### src/rtl/movement_control.sv
// Frame sequencer for the crosshair/bird movement datapath.
// Each frame-strobe in HOLD latches the direction requests and then walks
// the datapath through CLEAR, the requested moves and DRAW, first for the
// crosshair and then for the bird. CLEAR/DRAW visits wait for the datapath's
// pass-complete flag, guarded by a watchdog that abandons the frame.
module movement_control #(
  parameter int WD_LIMIT = 255,
  parameter int STEPS    = 1
) (
  input  logic       clk,
  input  logic       reset_n,
  input  logic       tick,
  input  logic       p_left,
  input  logic       p_right,
  input  logic       p_up,
  input  logic       p_down,
  input  logic       b_left,
  input  logic       b_right,
  input  logic       b_up,
  input  logic       b_down,
  input  logic       enable,
  output logic [3:0] control,
  output logic       PorB,
  output logic       busy,
  output logic       overrun,
  output logic       timeout
);

  // Counter must hold WD_LIMIT-1 and is never narrower than 8 bits.
  localparam int CW = ($clog2(WD_LIMIT + 1) > 8) ? $clog2(WD_LIMIT + 1) : 8;

  typedef enum logic [3:0] {
    PREHOLD = 4'b0100,
    HOLD    = 4'b0000,
    CLEAR   = 4'b0001,
    LEFT    = 4'b0011,
    RIGHT   = 4'b0010,
    DOWN    = 4'b0110,
    UP      = 4'b0111,
    DRAW    = 4'b0101
  } state_t;

  state_t          state;
  state_t          state_nxt;
  state_t          after_h;
  state_t          after_clear;
  logic            porb;
  logic            porb_nxt;
  logic            init_seq;
  logic            init_nxt;
  logic            restart;
  logic            wd_abort;
  logic            latch;
  logic [CW-1:0]   cnt;
  logic [3:0]      p_dir;
  logic [3:0]      b_dir;
  logic [3:0]      sel_dir;
  logic            go_left;
  logic            go_right;
  logic            go_up;
  logic            go_down;
  logic            visit_done;
  logic            wd_hit;
  logic            step_done;
  logic            timeout_q;

  // Direction bits are packed as {left, right, up, down}; opposing requests cancel.
  assign sel_dir  = porb ? b_dir : p_dir;
  assign go_left  = sel_dir[3] & ~sel_dir[2];
  assign go_right = sel_dir[2] & ~sel_dir[3];
  assign go_up    = sel_dir[1] & ~sel_dir[0];
  assign go_down  = sel_dir[0] & ~sel_dir[1];

  // The first cycle of a CLEAR/DRAW visit carries a stale enable from the previous pass.
  assign visit_done = (cnt != '0) && enable;
  assign wd_hit     = (cnt == CW'(WD_LIMIT - 1)) && !visit_done;
  assign step_done  = (cnt == CW'(STEPS - 1));

  // Next-state, object select and visit-restart decisions.
  always_comb begin
    state_nxt   = state;
    porb_nxt    = porb;
    init_nxt    = init_seq;
    restart     = 1'b0;
    wd_abort    = 1'b0;
    latch       = 1'b0;
    after_h     = DRAW;
    after_clear = DRAW;
    if (go_up) begin
      after_h = UP;
    end else if (go_down) begin
      after_h = DOWN;
    end
    if (go_left) begin
      after_clear = LEFT;
    end else if (go_right) begin
      after_clear = RIGHT;
    end else begin
      after_clear = after_h;
    end
    case (state)
      PREHOLD: begin
        state_nxt = CLEAR;
        porb_nxt  = 1'b0;
        restart   = 1'b1;
      end
      HOLD: begin
        if (tick) begin
          latch     = 1'b1;
          state_nxt = CLEAR;
          porb_nxt  = 1'b0;
          restart   = 1'b1;
        end
      end
      CLEAR: begin
        if (visit_done) begin
          restart = 1'b1;
          if (init_seq) begin
            if (!porb) begin
              state_nxt = CLEAR;
              porb_nxt  = 1'b1;
            end else begin
              state_nxt = HOLD;
              init_nxt  = 1'b0;
            end
          end else begin
            state_nxt = after_clear;
          end
        end else if (wd_hit) begin
          state_nxt = HOLD;
          wd_abort  = 1'b1;
          init_nxt  = 1'b0;
          restart   = 1'b1;
        end
      end
      LEFT, RIGHT: begin
        if (step_done) begin
          state_nxt = after_h;
          restart   = 1'b1;
        end
      end
      UP, DOWN: begin
        if (step_done) begin
          state_nxt = DRAW;
          restart   = 1'b1;
        end
      end
      DRAW: begin
        if (visit_done) begin
          restart = 1'b1;
          if (!porb) begin
            state_nxt = CLEAR;
            porb_nxt  = 1'b1;
          end else begin
            state_nxt = HOLD;
          end
        end else if (wd_hit) begin
          state_nxt = HOLD;
          wd_abort  = 1'b1;
          restart   = 1'b1;
        end
      end
      default: begin
        state_nxt = HOLD;
        restart   = 1'b1;
      end
    endcase
  end

  // State register, object select, init flag and per-visit counter.
  always_ff @(posedge clk or negedge reset_n) begin
    if (!reset_n) begin
      state    <= PREHOLD;
      porb     <= 1'b0;
      init_seq <= 1'b1;
      cnt      <= '0;
    end else begin
      state    <= state_nxt;
      porb     <= porb_nxt;
      init_seq <= init_nxt;
      if (restart || state == HOLD) begin
        cnt <= '0;
      end else begin
        cnt <= cnt + CW'(1);
      end
    end
  end

  // Direction latches load only on a frame-starting tick in HOLD.
  always_ff @(posedge clk or negedge reset_n) begin
    if (!reset_n) begin
      p_dir <= 4'b0000;
      b_dir <= 4'b0000;
    end else if (latch) begin
      p_dir <= {p_left, p_right, p_up, p_down};
      b_dir <= {b_left, b_right, b_up, b_down};
    end
  end

  // Sticky watchdog flag, cleared only by reset.
  always_ff @(posedge clk or negedge reset_n) begin
    if (!reset_n) begin
      timeout_q <= 1'b0;
    end else if (wd_abort) begin
      timeout_q <= 1'b1;
    end
  end

  assign control = state;
  assign PorB    = porb;
  assign busy    = (state != HOLD);
  assign overrun = reset_n & tick & (state != HOLD);
  assign timeout = timeout_q;

endmodule

### config.mk
export PLATFORM = sky130hd
export DESIGN_NAME = movement_control
export DESIGN_NICKNAME = d
export VERILOG_FILES = /design/src/rtl/movement_control.sv
export SDC_FILE = /design/constraint.sdc
export NUM_CORES = 1
export LEC_CHECK = 0
export CORE_MARGIN = 5
export CORE_UTILIZATION = 50
export DETAILED_ROUTE_END_ITERATION = 10
export GPL_TIMING_DRIVEN = 0
export PLACE_DENSITY = 0.7
export SYNTH_ARGS = -nofsm -noshare
export SYNTH_HDL_FRONTEND = slang
export SYNTH_SLANG_ARGS = --single-unit
### constraint.sdc
create_clock -name clk -period 4.4 [get_ports clk]
set_input_delay 0.66 -clock clk [delete_from_list [all_inputs] [get_ports clk]]
set_output_delay 0.66 -clock clk [all_outputs]
set_load 0.05 [all_outputs]
==> results of run 1 <==
[final cells by class]
type | instances | area share (%)
multi-input cells | 89 | 45.3
flip-flops and latches | 23 | 35.6
repair buffers | 19 | 11.7
well taps | 31 | 2.39
plain buffers | 6 | 1.92
clock buffers | 3 | 1.39
inverters | 6 | 1.39
clock inverters | 1 | 0.308
[metrics by stage]
stage                     hold WS (ns)  total power, W  utilization (%)  cell area [sq um]
final                            0.492        0.000447             60.5               1630
after global routing             0.520        0.000473             60.5               1630
after CTS                        0.493        0.000452             60.5               1630
after detailed placement         0.459        0.000349             59.5               1600
after global placement           0.456        0.000345             59.5               1600
after floorplan                  0.364        0.000313                -               1370
[cell usage after synthesis, types with 2 or more instances]
master and instances:
dfrtp_1 21, mux2_2 9, nor2_1 8, nand2_1 7, nor3_2 7, ha_1 6, inv_1 6, nand3_1 5
xor2_1 5, clkbuf_1 4, mux2i_1 4, a21oi_1 3, a31oi_1 2, and3_1 2, and4_1 2, dfstp_2 2
nor3_1 2, nor3b_2 2, o21ai_0 2
[cell usage in the layout, fill, tap and decap left out, types with 2 or more instances in the layout]
| cell type | count |
|---|---|
| nor3b_2 | 2 |
| a31oi_1 | 2 |
| nor2_1 | 8 |
| and3_1 | 2 |
| clkbuf_4 | 3 |
| o21ai_0 | 2 |
| and4_1 | 2 |
| mux2i_1 | 4 |
| nor3_2 | 7 |
| nand3_1 | 5 |
| nand2_1 | 7 |
| xor2_1 | 5 |
| nor3_1 | 2 |
| clkbuf_1 | 4 |
| ha_1 | 6 |
| clkdlybuf4s50_1 | 19 |
| mux2_2 | 9 |
| dfstp_2 | 2 |
| dfrtp_1 | 21 |
| inv_1 | 6 |
| a21oi_1 | 3 |
[per-layer routing]
metal  part of all wire (%)  vias to the layer above
li1                       -                      494
met1                     44                      501
met2                     48                       31
met3                    5.5                        6
met4                    1.9                        0
met5                      0                        -
[critical path: stages]
cell and delay (ns):
clkdlybuf4s50_1 1.17, and3_1 0.30, clkdlybuf4s50_1 0.80
[kinds of logic (layout without fill, tap and decap cells)]
family / after synthesis / in the layout
mux: 13 / 13
compound gates: 20 / 20
fa+ha+maj: 6 / 6
xor+xnor: 6 / 6
buf+inv: 12 / 35
other cells: 1 / 1
flops: 23 / 23
simple gates: 43 / 43
[final timing paths]
check,startpoint,end,slack [ns],depth (start not counted)
setup / recovery,reset_n,overrun,0.80,3
hold / removal,timeout,timeout,0.49,1
setup reg to reg,cnt[0],control[2],2.35,7
hold reg to reg,timeout,timeout,0.49,1
max in group asynchronous,reset_n,cnt[2],2.87,1
min in group asynchronous,reset_n,cnt[5],0.90,1
[power by group through the flow]
stage / clock, W / sequential, W / combinational [W]
2_1_floorplan: 0 / 0.000245 / 0.0000679
3_3_place_gp: 0 / 0.000242 / 0.000104
3_5_place_dp: 0 / 0.000242 / 0.000107
4_1_cts: 0.000105 / 0.000238 / 0.000109
5_1_grt: 0.000113 / 0.000241 / 0.000119
6_report: 0.000101 / 0.000238 / 0.000108
[state kept, by name (all words and copies together) (netlist names)]
name and flops:
p_dir 4, timeout 1, init_seq 1, control 4, cnt 8, PorB 1
b_dir 4
==> impl_metrics.csv, run 1 <==
group,metric,value,unit
worst_setup_path,crit_arrival,2.94,ns
clock_network,cts_hold_buf,0,
placement,gp_congestion,0.832,
logic_synthesis,avgSynthCellArea,11.0,sq um
finish,nets,166,
logic_synthesis,synth_seq_area_share,42.2,%
finish,drive_above_1_share,22.4,%
floorplan,die_h,62.3,microns
clock_network,clock_latency,0.32,ns
finish,fin_cells,178,
logic_synthesis,post_synth_main_area_contributors,"dfrtp_1, mux2_2, ha_1",
global_route,grt-ovfl-total,0,
sta,tightest_slew,1.06,ns
global_route,grt_util_all_layers,15.7,%
clock_network,max-clock-path-buffers,2,
logic_synthesis,synth-simple-area-share,21.4,%
sta,setup_slack,0.804,ns
pwr,power_density,275,mW/mm^2
global_route,top_usage_layer,"met2",
global_route,grt_pass1_vias,1078,
floorplan,num_rows,19,
placement,place_ws,0.721,ns
logic_synthesis,synth_area,0.00137,sq mm
logic_synthesis,yosys_warnings,0,
pwr,ir_drop,0.198,mV
worst_setup_path,start_kind,"input pin",
logic_synthesis,synth_compound_area_share,12.5,%
placement,dpl.hpwl,2.01,mm
hold_path,hold_class,"reg -> reg",
finish,syn2layout_area_growth,18.7,%
logic_synthesis,synth_top_area_share,38.4,%
pwr,switching_power,0.000134,W
clock_network,clock-sinks,23,
floorplan,pin_count,20,
worst_setup_path,end_kind,"output pin",
sta,hold_viol,0,
sta,slew_headroom,29.2,%
clock_network,cts-resized-gates,0,
run_status,outcome,"finished clean",
logic_synthesis,ys_ff_latch,23,
clock_network,cts_max_level,1,
logic_synthesis,async_flop_share,100,%
flow_run,drv_cap,0,
global_route,met1_usage,20.0,%
logic_synthesis,synth_top_family_by_area,"simple AND/OR/NAND/NOR gates",
routing,wl_per_cell,15.5,microns
pwr,leakage,0.666,nW
sta,final_max_slew_viol_count,0,
pwr,p_clk_share,22.6,%
floorplan,die_w,62.3,microns
routing,drc_errors,0,
logic_synthesis,synth_fa_ha_area_share,5.48,%
routing,vias,1032,
clock_network,postCtsSetupRepairBufs,0,
sta,clock_skew,0.00242,ns
clock_network,cts_tree,"yes",
placement,port_buffers,19,
routing,dr.pass1.iters,4,
logic_synthesis,synth.area.mux_share,10.3,%
sta,period_share,81.7,%
routing,viasPerCell,5.80,
worst_setup_path,worstPathMaxFanout,24,
logic_synthesis,synth_edf_count,0,
routing,wl,2.75,mm
global_route,grt_max_degree,25,
clock_network,cts_root_buffer,"clkbuf_4",
sta,fin_crit,3.60,ns
pwr,combPwrFrac,24.2,%
worst_setup_path,critPathKind,"in -> out",
finish,fillCellCount,221,
pwr,pwr-share-seq,53.3,%
pwr,power.internal,0.000313,W
floorplan,dieArea,0.00388,sq mm
finish,diodes,0,
logic_synthesis,synthCells,124,
sta,rsz0062_at_grt,"no",
routing,initialDrtViolationCount,27,
sta,setup_viol,0,
sta,fin_tns_setup,0,ns
worst_setup_path,worst_ep_required_time,3.74,ns
routing,ant_nets,0,
floorplan,initial_core_util,51.0,%
global_route,use_met3,3.60,%
logic_synthesis,synth_nets,142,
floorplan,core,0.00269,sq mm
logic_synthesis,ys_types,44,
finish,ff_latch_area,578,sq um
clock_network,cts_inserted_buffers,3,
global_route,grt_first_pass_wirelength,4.95,mm
sta,fmax,278,MHz
global_route,grtUsageMet2,25.0,%
finish,multi_input_area,737,sq um
pwr,switching_share,30.0,%
clock_network,clk_pin_slew,0.13,ns
logic_synthesis,synthFlopType,"dfrtp_1",
logic_synthesis,synthXorXnorAreaFrac,3.84,%
logic_synthesis,yosys.area.top_type,"dfrtp_1",
placement,placed_cells,174,
global_route,antenna_found_initial,0,
Note: power is estimated with default switching activity, not from simulation.
==> run 2, diff against run 1 <==
--- a/config.mk
+++ b/config.mk
@@ -6,10 +6,10 @@
 export NUM_CORES = 1
 export LEC_CHECK = 0
 export CORE_MARGIN = 5
-export CORE_UTILIZATION = 50
+export CORE_UTILIZATION = 48
 export DETAILED_ROUTE_END_ITERATION = 10
 export GPL_TIMING_DRIVEN = 0
-export PLACE_DENSITY = 0.7
+export PLACE_DENSITY = 0.71
 export SYNTH_ARGS = -nofsm -noshare
 export SYNTH_HDL_FRONTEND = slang
 export SYNTH_SLANG_ARGS = --single-unit
==> constraint.sdc (replaced) <==
create_clock -name clk -period 3 [get_ports clk]
set_input_delay 0.45 -clock clk [delete_from_list [all_inputs] [get_ports clk]]
set_output_delay 0.45 -clock clk [all_outputs]
set_load 0.05 [all_outputs]
==> run 2 against run 1 <==
  * Count of clock-buffer cells in the layout did not move
  * First-iteration DRC count grew 63%
  * Sequential cell count is the same
  * Clock skew up 0.0035 ns
  * Sequential share of layout area grew 0.11 points
  * Largest power group unchanged
  * Global-route usage decreased by 1.2 points
  * Wire length down 3.8%
  * Total power increased by 45%
  * Setup slack worse by 0.57 ns
  * Hold slack worse by 0.38 ns
  * Via count increased by 0.39%
  * Largest cell class unchanged
  * Design area down 0.31%
==> impl_metrics.csv, run 2 (same netlist as run 1, synthesis figures left out) <==
group,metric,value,unit
finish,final_common_cell,"dfrtp_1",
worst_setup_path,end_kind,"output pin",
pwr,power_density,401,mW/mm^2
sta,hold_viol,0,
worst_setup_path,timing.rr.end,"control[2]",
sta,final_max_slew_viol_count,0,
clock_network,cts_root_buffer,"clkbuf_4",
routing,vias,1036,
placement,gp_congestion,0.866,
sta,period_share,92.3,%
clock_network,clock-sinks,23,
routing,dr.pass1.iters,4,
clock_network,clk_pin_slew,0.13,ns
finish,syn2layout_area_growth,18.4,%
finish,ff_latch_area,578,sq um
finish,nets,166,
sta,rsz0062_at_grt,"no",
clock_network,cts_max_level,1,
worst_setup_path,worst_ep_required_time,2.55,ns
clock_network,cts_inserted_buffers,3,
placement,place_area,0.00160,sq mm
pwr,leakage,0.666,nW
floorplan,die_h,63.4,microns
worst_setup_path,worstPathMaxFanout,9,
floorplan,core,0.00273,sq mm
floorplan,die_w,63.4,microns
placement,port_buffers,19,
sta,fmax,361,MHz
global_route,grt_first_pass_wirelength,4.78,mm
finish,fillCellCount,242,
global_route,grt_util_all_layers,14.5,%
sta,slew_headroom,51.3,%
clock_network,max-clock-path-buffers,2,
placement,place_ws,-0.214,ns
worst_setup_path,r2r_start,"cnt[0]",
clock_network,cts_tree,"yes",
clock_network,postCtsSetupRepairBufs,0,
routing,ant_nets,0,
worst_setup_path,crit_arrival,2.32,ns
placement,dpl.hpwl,2.03,mm
clock_network,cts-resized-gates,1,
routing,viasPerCell,5.82,
routing,drc_errors,0,
sta,clock_skew,0.00588,ns
pwr,power.total,0.000649,W
global_route,grt_pass1_vias,1068,
sta,setup_slack,0.231,ns
global_route,grt-ovfl-total,0,
worst_setup_path,start_kind,"register",
floorplan,pin_count,20,
worst_setup_path,critPathKind,"reg -> out",
sta,fin_crit,2.77,ns
sta,setup_viol,0,
sta,tightest_slew,0.731,ns
routing,initialDrtViolationCount,44,
global_route,antenna_found_initial,0,
clock_network,cts_hold_buf,0,
flow_run,drv_cap,0,
finish,regMostFlops,"cnt",
finish,largest_reg_flops,8,
routing,wl,2.65,mm
hold_path,hold_class,"in -> async",
finish,multi_input_area,737,sq um
floorplan,num_rows,19,
worst_setup_path,rrSetupSlack,1.01,ns
finish,drive_above_1_share,23.1,%
routing,wl_per_cell,14.9,microns
worst_setup_path,rr_worst_depth,7,
pwr,ir_drop,0.245,mV
global_route,grt_max_degree,25,
clock_network,clock_latency,0.31,ns
floorplan,initial_core_util,50.1,%
run_status,outcome,"finished clean",
finish,final_design_area_no_fill,0.00162,sq mm
finish,diodes,0,
finish,mostFrequentLayoutCells,"dfrtp_1, clkdlybuf4s50_1, mux2_2, nor2_1",
floorplan,dieArea,0.00402,sq mm
run 2: cell type report:
cell class	count	area share (%)
multi-input combinational	89	45.5
sequential	23	35.7
timing repair buffer	19	11.4
tap	31	2.39
buffer	6	1.93
clock buffer	3	1.39
inverter	6	1.39
clock inverter	1	0.309
run 2: stage by stage:
stage / TNS, ns / util (%) / std cells / hold slack [ns]
floorplan: 0 / - / 124 / 0.154
global placement: -0.197 / 58.4 / 174 / 0.460
detailed placement: -0.214 / 58.4 / 174 / 0.467
CTS: 0 / 59.4 / 178 / 0.451
global route: 0 / 59.3 / 178 / 0.148
finish: 0 / 59.3 / 178 / 0.115
run 2: power by group:
group,internal [W],switching (W)
sequential,0.000336,0.0000146
clock,0.0000497,0.0000943
combinational,0.0000724,0.0000827
total,0.000458,0.000192
run 2: worst max path at each step:
stage / startpoint / to / slack [ns] / depth (start not counted)
floorplan: control[1] / overrun / 0.58 / 4
global placement: reset_n / overrun / -0.20 / 3
detailed placement: reset_n / overrun / -0.21 / 3
CTS: reset_n / overrun / 0.06 / 3
global route: control[2] / overrun / 0.08 / 5
finish: control[2] / overrun / 0.23 / 5
run 2: worst max-delay path, stage by stage (launching register included):
cell and delay [ns]:
dfstp_2 0.56, clkbuf_1 0.31, nor2_1 0.10, nand2_1 0.10, and3_1 0.15, clkdlybuf4s50_1 0.80
run 2: routing by layer:
metal  GRT usage (%)  share of wire, %  up-vias
li1                -                 -      499
met2            25.4                53       22
met1            18.3                44      513
met3            3.02               2.9        2
met4            3.12              0.49        0
met5               0                 0        -
==> run 3, diff against run 2 <==
--- a/config.mk
+++ b/config.mk
@@ -5,6 +5,7 @@
 export SDC_FILE = /design/constraint.sdc
 export NUM_CORES = 1
 export LEC_CHECK = 0
+export ABC_CLOCK_PERIOD_IN_PS = 3000
 export CORE_MARGIN = 5
 export CORE_UTILIZATION = 48
 export DETAILED_ROUTE_END_ITERATION = 10
==> results of run 3 <==
Final layout, timing and power as in run 2 (identical DEF).
